--- src/rtl/key_debounce_pkg.sv ---
// Shared types and sizing helpers for the KEY[3:0] debounce/edge block.
package key_debounce_pkg;

  typedef enum logic [1:0] {
    KD_UP,
    KD_WAIT_DN,
    KD_DOWN,
    KD_WAIT_UP
  } kd_state_t;

  // Bits needed to hold 0..n-1; never less than one bit.
  function automatic int kd_cnt_width(input int n);
    if (n <= 2) return 1;
    return $clog2(n);
  endfunction

  function automatic int kd_max(input int a, input int b);
    return (a > b) ? a : b;
  endfunction

endpackage

--- src/rtl/key_debounce_channel.sv ---
// One key: 2-FF synchroniser, stable-time debounce FSM, registered press/release strobes.
// KEY_DEBOUNCE_AUTOREPEAT_EN adds a repeat counter that re-fires press_pulse while held.
module key_debounce_channel
  import key_debounce_pkg::*;
#(
  parameter int DEBOUNCE_CYCLES      = 500_000
`ifdef KEY_DEBOUNCE_AUTOREPEAT_EN
 ,parameter int REPEAT_DELAY_CYCLES  = 25_000_000
 ,parameter int REPEAT_PERIOD_CYCLES = 5_000_000
`endif
) (
  input  logic clk,
  input  logic reset,
  input  logic key_n_raw,
  output logic key_n_db,
  output logic pressed,
  output logic press_pulse,
  output logic release_pulse
);

  localparam int CNT_W = kd_cnt_width(DEBOUNCE_CYCLES);
  localparam logic [CNT_W-1:0] CNT_LAST = CNT_W'(DEBOUNCE_CYCLES - 1);

  logic            sync1_q, sync2_q;
  kd_state_t       state_q, state_d;
  logic [CNT_W-1:0] cnt_q, cnt_d;
  logic            db_q, db_d;
  logic            pressed_q, pressed_d;
  logic            press_q, press_d;
  logic            release_q, release_d;

`ifdef KEY_DEBOUNCE_AUTOREPEAT_EN
  localparam int RPT_W = kd_cnt_width(kd_max(REPEAT_DELAY_CYCLES, REPEAT_PERIOD_CYCLES));
  localparam logic [RPT_W-1:0] RPT_FIRST = RPT_W'(REPEAT_DELAY_CYCLES - 1);
  localparam logic [RPT_W-1:0] RPT_NEXT  = RPT_W'(REPEAT_PERIOD_CYCLES - 1);

  logic [RPT_W-1:0] rpt_q, rpt_d;
  // Set until the first repeat has fired; selects delay vs. period as the target.
  logic             rpt_first_q, rpt_first_d;
`endif

  always_ff @(posedge clk or posedge reset) begin
    if (reset) begin
      sync1_q   <= 1'b1;
      sync2_q   <= 1'b1;
      state_q   <= KD_UP;
      cnt_q     <= '0;
      db_q      <= 1'b1;
      pressed_q <= 1'b0;
      press_q   <= 1'b0;
      release_q <= 1'b0;
    end else begin
      sync1_q   <= key_n_raw;
      sync2_q   <= sync1_q;
      state_q   <= state_d;
      cnt_q     <= cnt_d;
      db_q      <= db_d;
      pressed_q <= pressed_d;
      press_q   <= press_d;
      release_q <= release_d;
    end
  end

`ifdef KEY_DEBOUNCE_AUTOREPEAT_EN
  always_ff @(posedge clk or posedge reset) begin
    if (reset) begin
      rpt_q       <= '0;
      rpt_first_q <= 1'b1;
    end else begin
      rpt_q       <= rpt_d;
      rpt_first_q <= rpt_first_d;
    end
  end
`endif

  always_comb begin
    state_d   = state_q;
    cnt_d     = cnt_q;
    db_d      = db_q;
    press_d   = 1'b0;
    release_d = 1'b0;
`ifdef KEY_DEBOUNCE_AUTOREPEAT_EN
    rpt_d       = rpt_q;
    rpt_first_d = rpt_first_q;
`endif

    case (state_q)
      KD_UP: begin
        if (!sync2_q) begin
          state_d = KD_WAIT_DN;
          cnt_d   = CNT_W'(1);
        end
      end

      KD_WAIT_DN: begin
        if (sync2_q) begin
          state_d = KD_UP;
          cnt_d   = '0;
        end else if (cnt_q == CNT_LAST) begin
          state_d = KD_DOWN;
          cnt_d   = '0;
          db_d    = 1'b0;
          press_d = 1'b1;
`ifdef KEY_DEBOUNCE_AUTOREPEAT_EN
          rpt_d       = '0;
          rpt_first_d = 1'b1;
`endif
        end else begin
          cnt_d = cnt_q + CNT_W'(1);
        end
      end

      KD_DOWN: begin
        if (sync2_q) begin
          state_d = KD_WAIT_UP;
          cnt_d   = CNT_W'(1);
        end
`ifdef KEY_DEBOUNCE_AUTOREPEAT_EN
        else if (rpt_q == (rpt_first_q ? RPT_FIRST : RPT_NEXT)) begin
          press_d     = 1'b1;
          rpt_d       = '0;
          rpt_first_d = 1'b0;
        end else begin
          rpt_d = rpt_q + RPT_W'(1);
        end
`endif
      end

      KD_WAIT_UP: begin
        if (!sync2_q) begin
          state_d = KD_DOWN;
          cnt_d   = '0;
`ifdef KEY_DEBOUNCE_AUTOREPEAT_EN
          rpt_d       = '0;
          rpt_first_d = 1'b1;
`endif
        end else if (cnt_q == CNT_LAST) begin
          state_d   = KD_UP;
          cnt_d     = '0;
          db_d      = 1'b1;
          release_d = 1'b1;
        end else begin
          cnt_d = cnt_q + CNT_W'(1);
        end
      end

      default: begin
        state_d = KD_UP;
        cnt_d   = '0;
      end
    endcase

    pressed_d = ~db_d;
  end

  assign key_n_db      = db_q;
  assign pressed       = pressed_q;
  assign press_pulse   = press_q;
  assign release_pulse = release_q;

endmodule

--- src/rtl/key_debounce_edge.sv ---
// Debounces the active-low DE2-115 KEY buttons: one independent channel per key.
// Define KEY_DEBOUNCE_AUTOREPEAT_EN to enable held-key auto-repeat press pulses.
module key_debounce_edge
  import key_debounce_pkg::*;
#(
  parameter int NUM_KEYS             = 4,
  parameter int DEBOUNCE_CYCLES      = 500_000,
  parameter int REPEAT_DELAY_CYCLES  = 25_000_000,
  parameter int REPEAT_PERIOD_CYCLES = 5_000_000
) (
  input  logic                clk,
  input  logic                reset,
  input  logic [NUM_KEYS-1:0] key_n_raw,
  output logic [NUM_KEYS-1:0] key_n_db,
  output logic [NUM_KEYS-1:0] pressed,
  output logic [NUM_KEYS-1:0] press_pulse,
  output logic [NUM_KEYS-1:0] release_pulse
);

  if (DEBOUNCE_CYCLES < 2) begin : g_bad_debounce
    $error("key_debounce_edge: DEBOUNCE_CYCLES must be >= 2");
  end

  if (REPEAT_DELAY_CYCLES < 1 || REPEAT_PERIOD_CYCLES < 1) begin : g_bad_repeat
    $error("key_debounce_edge: REPEAT_* cycle counts must be >= 1");
  end

  for (genvar k = 0; k < NUM_KEYS; k++) begin : g_ch
    key_debounce_channel #(
      .DEBOUNCE_CYCLES      (DEBOUNCE_CYCLES)
`ifdef KEY_DEBOUNCE_AUTOREPEAT_EN
     ,.REPEAT_DELAY_CYCLES  (REPEAT_DELAY_CYCLES)
     ,.REPEAT_PERIOD_CYCLES (REPEAT_PERIOD_CYCLES)
`endif
    ) u_ch (
      .clk           (clk),
      .reset         (reset),
      .key_n_raw     (key_n_raw[k]),
      .key_n_db      (key_n_db[k]),
      .pressed       (pressed[k]),
      .press_pulse   (press_pulse[k]),
      .release_pulse (release_pulse[k])
    );
  end

endmodule

--- config.mk ---
export PLATFORM = sky130hd
export DESIGN_NAME = key_debounce_edge
export DESIGN_NICKNAME = d
export VERILOG_FILES = /design/src/rtl/key_debounce_pkg.sv /design/src/rtl/key_debounce_channel.sv /design/src/rtl/key_debounce_edge.sv
export SDC_FILE = /design/constraint.sdc
export NUM_CORES = 1
export LEC_CHECK = 0
export ABC_AREA = 1
export CORE_MARGIN = 2
export CORE_UTILIZATION = 30
export DETAILED_ROUTE_END_ITERATION = 8
export PLACE_DENSITY = 0.46
export SYNTH_ARGS = -nofsm -noshare
export SYNTH_HDL_FRONTEND = slang
export SYNTH_HIERARCHICAL = 1
export SYNTH_SLANG_ARGS = --single-unit
export TNS_END_PERCENT = 5
--- constraint.sdc ---
create_clock -name clk -period 1.6 [get_ports clk]
set_clock_uncertainty 0.05 [all_clocks]
set_input_delay 0.32 -clock clk [delete_from_list [all_inputs] [get_ports clk]]
set_output_delay 0.32 -clock clk [all_outputs]
set_load 0.01 [all_outputs]
## Word level (Yosys, flattened, before mapping)

Index checks and enable logic that the tools add are counted.

| cells by class | value |
|---|---|
| $add $sub $neg | 4 |
| multiplexer cells | 92 |
| reductions and logical operators | 12 |
| bitwise gates (word level) | 4 |
| eq/ne operators | 32 |

Operator list:

| cell | count |
|---|---|
| 2-to-1 mux 19 bit | 20 |
| case mux 19 bit (4 select lines) | 4 |
| adder 19 x 1 -> 19 bit, second input constant | 4 |
| equality test 19 bit, second input constant | 4 |
| 2-to-1 mux 2 bit | 24 |
| 2-to-1 mux 1 bit | 36 |
| case mux 2 bit (4 select lines) | 4 |
| equality test 2 bit, second input constant | 8 |
| AND reduction 4 bit | 4 |
| inequality test 3 x 1 -> 1 bit, second input constant | 4 |
| inequality test 3 bit, second input constant | 4 |
| equality test 2 x 1 -> 1 bit, second input constant | 4 |
| zero test 2 bit | 4 |
| inequality test 2 x 1 -> 1 bit, second input constant | 4 |
| inequality test 2 bit, second input constant | 4 |
| case mux 1 bit (2 select lines) | 4 |
| AND reduction 2 bit | 4 |
| inverter 1 bit | 4 |

| word-level totals | value |
|---|---|
| register bits | 108 |
| input port bits | 6 |
| logic and storage cells | 176 |

## Depth between registers and ports, before layout

Gate-level depths: netlist of the first run.

| depth | value |
|---|---|
| depth in word-level cells | 5 |
| gate-level depth with buffers | 10 |
| mapped depth without buffers | 10 |

## Cells and area by module

The synthesis of the first run kept the hierarchy.

By module, submodules not included:

| module | instances | cells each | area an instance (µm²) |
|---|---|---|---|
| key_debounce_channel at g_ch[0].u_ch ... | 3 | 213 | 1604.0 |
| key_debounce_channel at g_ch[3].u_ch | 1 | 216 | 1560.2 |

## Least setup slack after synthesis of the first run

Ideal clock, no wire load.

| timing path | value |
|---|---|
| path kind | reg2reg |
| start point | register g_ch[0].u_ch.cnt_q[0] |
| end point | register g_ch[0].u_ch.cnt_q[10] |
| slack | 0.149 ns |
| cell stages (with the launch flop) | 9 |
| period minus slack after synthesis | 1.451 ns |
| data arrival time | 1.284 ns |
| cells stage by stage | dfrtp_1 ha_1 nand2_2 nor2_2 nand2_1 nor2_1 or2_2 nand3_1 nand2_1 |

| between the ends | value |
|---|---|
| word-level cells in the longest chain between the ends | 4 |

Ends and longest elaborated chain:

| element | line | source |
|---|---|---|
| from (decl) | key_debounce_channel.sv:26 | `logic [CNT_W-1:0] cnt_q, cnt_d;` |
| from (signal assigned) | key_debounce_channel.sv:56 | `cnt_q <= cnt_d;` |
| adder 19 x 1 -> 19 bit / equality test 19 bit (equally long branches) | -- |  |
| 2-to-1 mux 19 bit * | key_debounce_channel.sv:99, key_debounce_channel.sv:137 |  |
| 2-to-1 mux 19 bit, on equally long branches | key_debounce_channel.sv:130, key_debounce_channel.sv:96 |  |
| case mux 19 bit (4 select lines) * | key_debounce_channel.sv:87 | `case (state_q)` |

Mark *: on every way between the ends. The rest lies on a longest branch, timed or not.
A chain may end at the register's enable or synchronous reset.

## Worst setup path in the final report of the first run

| timing path | value |
|---|---|
| start point | register g_ch[1].u_ch.cnt_q[1] |
| end point | register g_ch[1].u_ch.cnt_q[18] |

| between the ends | value |
|---|---|
| word-level cells in the longest chain between the ends | 4 |

Ends and longest elaborated chain:

| element | line |
|---|---|
| from (decl) | key_debounce_channel.sv:26 |
| from (signal assigned) | key_debounce_channel.sv:56 |
| adder 19 x 1 -> 19 bit / equality test 19 bit (equally long branches) | -- |
| 2-to-1 mux 19 bit * | key_debounce_channel.sv:99, key_debounce_channel.sv:137 |
| 2-to-1 mux 19 bit, on equally long branches | key_debounce_channel.sv:130, key_debounce_channel.sv:96 |
| case mux 19 bit (4 select lines) * | key_debounce_channel.sv:87 |

Marked as above.

==> flow_summary.json, run 1 <==
{
  "worstPathRequired_ns": 1.85,
  "drv_cap": 0,
  "drtPass1Iterations": 4,
  "drtAntennaViolNets": 0,
  "async_flop_share_pct": 100,
  "num_antenna_cells": 0,
  "grt_usage_pct": 14.1,
  "slew_viol_final": 0,
  "status": "completed",
  "clk_latency_ns": 0.36,
  "yosysMostFrequentCell": "nand2_1",
  "via_per_inst": 4.40,
  "drc": 0,
  "start_util_pct": 30.4,
  "gp_congestion": 0.778,
  "cts_tree": "built",
  "antenna_found_initial": 0,
  "critPathCaptureType": "register",
  "final_area_um2": 7780,
  "clock_path_buffers": 2,
  "grt_pass1_wl_mm": 25.4,
  "worstHoldPathType": "register to register",
  "worst_pin_slew_ns": 0.362,
  "regArea_um2": 2720,
  "ys.warnings.count": 6,
  "irDropWorstVdd_mv": 0.629,
  "syn_area_um2": 6370,
  "ys_top_cells_by_count": "nand2_1 (275), nor2_1 (116), dfrtp_1 (96)",
  "netlist.top_cell.by_area": "dfrtp_1",
  "io_pins": 22,
  "p_seq_share_pct": 39.2,
  "num_vias": 5329,
  "first_iter_violations": 247,
  "syn_inst": 855,
  "min_path_cells": 0,
  "fin_crit_ns": 1.52,
  "worst-r2r-cell-count": 8,
  "synth_seq_area_share_pct": 42.6,
  "total_power_mw": 8.16,
  "fillCellCount": 2253,
  "netlist.area_leader.share_pct": 37.7,
  "synth.net_count": 865,
  "clk_pin_slew_ns": 0.08,
  "synthTopCellsByArea": "dfrtp_1 (38%), nand2_1 (16%), nor2_1 (6.8%)",
  "fmax_mhz": 657,
  "switchingPower_mw": 2.66,
  "p_leak_nw": 3.63,
  "pwr_density_cell_nw_per_um2": 1050,
  "final_cells": 1210,
  "post-dp-hpwl_mm": 10.8,
  "core.rowCount": 53,
  "placed_area_um2": 7320,
  "clock-root-buffer": "clkbuf_16",
  "wirelength_mm": 14.8,
  "grt_max_degree": 28,
  "arrival_ns": 1.77,
  "synth_edf_count": 0,
  "design.die.area_um2": 22400,
  "combPwrFrac_pct": 28.3,
  "finalSetupViolCount": 0,
  "core_area_um2": 21000,
  "syn_area_per_cell_um2": 7.45,
  "synth_ff_type": "dfrtp_1",
  "intPower_mw": 5.50,
  "htreeDepth": 3,
  "startpoint_type": "register",
  "port_buffers": 21,
  "numCtsBuffers": 9,
  "rsz0062_at_grt": "true",
  "die_width_um": 150,
  "multi_input_area_um2": 3280,
  "layout-drive-gt1-share_pct": 18.1,
  "grt_pass1_vias": 5172,
  "hold_buffers": 0,
  "routedWlPerCell_um": 12.2,
  "switching_share_pct": 32.6,
  "slew_headroom_pct": 75.7,
  "synth_seq_cells": 108,
  "area_delta_synth_final_pct": 22.1,
  "fin_crit_sh_pct": 95.1,
  "path_class": "register to register",
  "overflow": 0,
  "cts_num_sinks": 108,
  "ys_types": 35,
  "fin_util_pct": 37.1,
  "die_y_um": 150,
  "hold_viol": 0,
  "crit_fanout": 9,
  "pwr-share-clk_pct": 32.4,
  "dp_cells": 1193,
  "nets": 940
}
-- power groups by stage --
stage                     Sequential, mW  Combinational [mW]  Clock, mW
after floorplan                     3.21                1.35          0
after global placement              3.23                2.25          0
after detailed placement            3.24                2.24          0
after CTS                           3.19                2.25       2.77
after global routing                3.23                2.58       2.89
final                               3.20                2.31       2.65
-- kinds of logic (layout without fill, tap and decap cells) --
kind of cell / count (synthesis) / in the layout / share of synthesized area, %
AND/OR/NAND/NOR: 543 / 543 / 38.6
buffers and inverters: 110 / 190 / 7.07
flip-flops: 108 / 108 / 42.6
AO/OA/AOI/OAI: 60 / 60 / 6.68
XOR/XNOR: 27 / 27 / 3.71
adder cells (fa/ha/maj): 4 / 4 / 0.785
multiplexers: 3 / 3 / 0.471
-- worst paths after layout --
check	to	startpoint	slack, ns
setup / recovery	g_ch[1].u_ch/cnt_q[18]	g_ch[1].u_ch/cnt_q[1]	0.08
hold / removal	g_ch[0].u_ch/sync2_q	g_ch[0].u_ch/sync1_q	0.31
setup reg to reg	g_ch[1].u_ch/cnt_q[18]	g_ch[1].u_ch/cnt_q[1]	0.08
hold reg to reg	g_ch[0].u_ch/sync2_q	g_ch[0].u_ch/sync1_q	0.31
max in group asynchronous	g_ch[2].u_ch/sync2_q	reset	0.82
min in group asynchronous	g_ch[2].u_ch/cnt_q[13]	reset	0.43
-- critical path: stages, from the launching register on --
cell	delay, ns
dfrtp_1	0.41
ha_1	0.21
nand2_2	0.09
clkinv_1	0.07
nand2_2	0.10
nor2_4	0.06
a21oi_4	0.29
nand3_1	0.13
nand2_1	0.07
-- final cells by class --
| type | count | area share, % |
|---|---|---|
| Multi-Input combinational cell | 637 | 42.2 |
| Sequential cell | 108 | 34.9 |
| Timing Repair Buffer | 75 | 9.16 |
| Inverter | 99 | 4.77 |
| Tap cell | 275 | 4.42 |
| Clock buffer | 12 | 3.30 |
| Clock inverter | 4 | 1.22 |
-- routing by layer --
metal / vias up / global-route usage, % / share of wire (%) / wire length [um]
li1: 2840 / - / - / -
met1: 2436 / 19.7 / 52 / 7750
met3: 11 / 2.38 / 2.0 / 301
met4: 0 / 3.82 / 1.2 / 178
met5: - / 0 / 0 / 0
met2: 42 / 22.6 / 44 / 6590
-- stage by stage --
stage	worst slack, ns	TNS [ns]	hold slack [ns]
floorplan	0.149	0	0.274
global placement	0.0500	0	0.296
detailed placement	-0.0158	-0.0268	0.297
CTS	0.000128	0	0.306
global route	-0.0537	-0.327	0.307
finish	0.0780	0	0.307
-- state kept, by name, summed over array words and instances, names as in the netlist, named ones only --
signal,cells
g_ch.u_ch/cnt_q,76
g_ch.u_ch/press_pulse,4
g_ch.u_ch/pressed,4
g_ch.u_ch/release_pulse,4
g_ch.u_ch/state_q,4
g_ch.u_ch/sync1_q,4
g_ch.u_ch/sync2_q,4
-- repair_timing --
item / in CTS / in global routing
setup endpoints to repair: 13 / 52
endpoints found under the hold margin: 0 / 0
setup buffers: 0 / 1
gates cloned: 0 / 0
pin swaps: 1 / 3
resized for setup: 9 / 24
-- placed cells by master, fill, tap and decap left out, types with 2 or more instances in the layout --
cell,count
a21oi_4,3
buf_12,7
buf_4,47
bufinv_16,3
clkbuf_16,9
clkbuf_8,2
clkdlybuf4s50_1,5
clkinv_1,6
dfrtp_1,94
dfrtp_2,2
dfstp_2,12
dlygate4sd2_1,8
dlymetal6s2s_1,8
ha_1,2
inv_1,81
inv_2,12
mux2i_1,3
nand2_1,274
nand2_2,16
nand2_4,8
nand2_8,2
nand3_1,73
nand3_2,7
nand4_1,14
nor2_1,114
nor2_2,8
nor2_4,17
nor3_1,3
nor4_1,2
o21ai_0,27
o21ai_1,3
o21ai_4,3
o21bai_1,9
o21bai_2,3
o22ai_1,10
or2_2,3
xnor2_1,4
xor2_1,23
No activity file was read; power rests on OpenSTA's default activity.
==> run 2: changes to the inputs <==
Settings changed: CELL_PAD_IN_SITES_DETAIL_PLACEMENT set to 0, CELL_PAD_IN_SITES_GLOBAL_PLACEMENT set to 2, CTS_BUF_LIST set to sky130_fd_sc_hd__clkbuf_4 sky130_fd_sc_hd__clkbuf_8 sky130_fd_sc_hd__clkbuf_16, PLACE_DENSITY 0.46 to 0.69.
==> flow_summary.json, run 2 (synthesis results as in run 1) <==
{
  "p_seq_share_pct": 39.3,
  "layout-drive-gt1-share_pct": 19.4,
  "worstPathRequired_ns": 1.23,
  "final_area_um2": 7810,
  "core_area_um2": 21000,
  "fmax_mhz": 650,
  "slew_headroom_pct": 77.2,
  "drtPass1Iterations": 5,
  "gp_congestion": 0.770,
  "critPathCaptureType": "primary output",
  "io_pins": 22,
  "rsz0062_at_grt": "true",
  "final_cells": 1217,
  "largest_register_ffs": 76,
  "fin_util_pct": 37.3,
  "crit_family": "flip-flops",
  "hold_buffers": 0,
  "finalSetupViolCount": 0,
  "routedWlPerCell_um": 13.0,
  "pwr_density_cell_nw_per_um2": 1040,
  "core.rowCount": 53,
  "multi_input_area_um2": 3290,
  "worstHoldPathType": "primary input to register",
  "drc": 0,
  "layout_setup_ws_ns": 0.0609,
  "post-place-ws_ns": 0.0545,
  "grt_max_degree": 28,
  "final_common_cell": "nand2_1",
  "fillCellCount": 2269,
  "irDropWorstVdd_mv": 0.530,
  "wirelength_mm": 15.8,
  "regMostFlops": "g_ch.u_ch/cnt_q",
  "path_cells": "dlygate4sd2_1",
  "num_vias": 5478,
  "grt_pass1_vias": 5348,
  "worst_pin_slew_ns": 0.340,
  "cts_num_sinks": 108,
  "clock_path_buffers": 2,
  "pwr-share-clk_pct": 30.0,
  "start_util_pct": 30.4,
  "overflow": 0,
  "crit_fanout": 2,
  "slew_viol_final": 0,
  "clk_latency_ns": 0.37,
  "critPathBufInv": 1,
  "first_iter_violations": 275,
  "grt_usage_pct": 15.0,
  "switching_share_pct": 34.9,
  "switchingPower_mw": 2.85,
  "clock-root-buffer": "clkbuf_16",
  "port_buffers": 21,
  "drv_cap": 0,
  "dp_cells": 1195,
  "p_leak_nw": 3.58,
  "htreeDepth": 3,
  "die_width_um": 150,
  "clk_pin_slew_ns": 0.08,
  "r2r_setup_slack_ns": 0.08,
  "status": "completed",
  "design.die.area_um2": 22400,
  "nets": 947,
  "numCtsBuffers": 9,
  "path_class": "register to primary output",
  "finalSetupTns_ns": 0,
  "die_y_um": 150,
  "fin_crit_sh_pct": 96.2,
  "fin_crit_ns": 1.54,
  "arrival_ns": 1.17,
  "startpoint_type": "register",
  "mostFrequentLayoutCells": "nand2_1 (274), nor2_1 (113), dfrtp_1 (93), inv_1 (81), nand3_1 (73)",
  "antenna_found_initial": 0,
  "num_antenna_cells": 0,
  "via_per_inst": 4.50,
  "regArea_um2": 2720,
  "hold_viol": 0,
  "area_delta_synth_final_pct": 22.6,
  "grt_pass1_wl_mm": 27.0,
  "cts_tree": "built",
  "cpPeakStageDelay_ns": 0.54,
  "combPwrFrac_pct": 30.8,
  "post-dp-hpwl_mm": 11.7,
  "placed_area_um2": 7360,
  "slowest_stage": "dfstp_2",
  "intPower_mw": 5.30,
  "drtAntennaViolNets": 0
}
-- run 2: cell count changes in the layout (fill, tap and decap cells not counted), sizes merged, moves of 3 or more --
cell          delta
dlymetal6s2s     -8
buf              +7
clkbuf           -3
dlygate4sd2      +8
inv              +6
-- run 2: final timing paths --
| path | depth (start not counted) | startpoint | to |
|---|---|---|---|
| setup / recovery | 1 | register | key_n_db[1] |
| max in group asynchronous | 3 | reset | g_ch[2].u_ch/sync2_q |
| hold / removal | 1 | key_n_raw[1] | g_ch[1].u_ch/sync1_q |
| min in group asynchronous | 3 | reset | g_ch[0].u_ch/pressed |
| hold reg to reg | 0 | g_ch[2].u_ch/sync1_q | g_ch[2].u_ch/sync2_q |
| setup reg to reg | 8 | g_ch[1].u_ch/cnt_q[11] | g_ch[1].u_ch/cnt_q[0] |
-- run 2: per-layer routing --
layer | vias up | part of all wire, % | global-route usage, %
met4 | 0 | 0.82 | 3.30
met5 | - | 0 | 0
met3 | 10 | 3.2 | 3.29
li1 | 2851 | - | -
met1 | 2546 | 50 | 20.7
met2 | 71 | 46 | 24.1
-- run 2: power groups by stage --
stage	logic, mW	registers, mW	clock network, mW
global placement	2.35	3.23	0
detailed placement	2.35	3.24	0
CTS	2.35	3.19	2.56
global route	2.79	3.24	2.65
finish	2.51	3.20	2.44
floorplan	1.35	3.21	0
-- run 2: cell type report --
cell class	count	share of cell area (%)
Clock buffer	9	2.88
Inverter	99	4.76
Tap cell	275	4.40
Timing Repair Buffer	82	9.83
Clock inverter	7	1.17
Multi-Input combinational cell	637	42.1
Sequential cell	108	34.8
-- run 2: per-stage QoR --
| stage | hold slack, ns | power, mW |
|---|---|---|
| final | 0.304 | 8.15 |
| after detailed placement | 0.299 | 5.59 |
| after global routing | 0.292 | 8.68 |
| after CTS | 0.282 | 8.10 |
| after floorplan | 0.274 | 4.56 |
| after global placement | 0.296 | 5.58 |
-- run 2: what timing repair did --
action / CTS / global route
resized for setup: 16 / 25
setup endpoints to repair: 16 / 60
setup buffers: 0 / 6
hold endpoints to repair: 0 / 0
pin swaps: 0 / 9
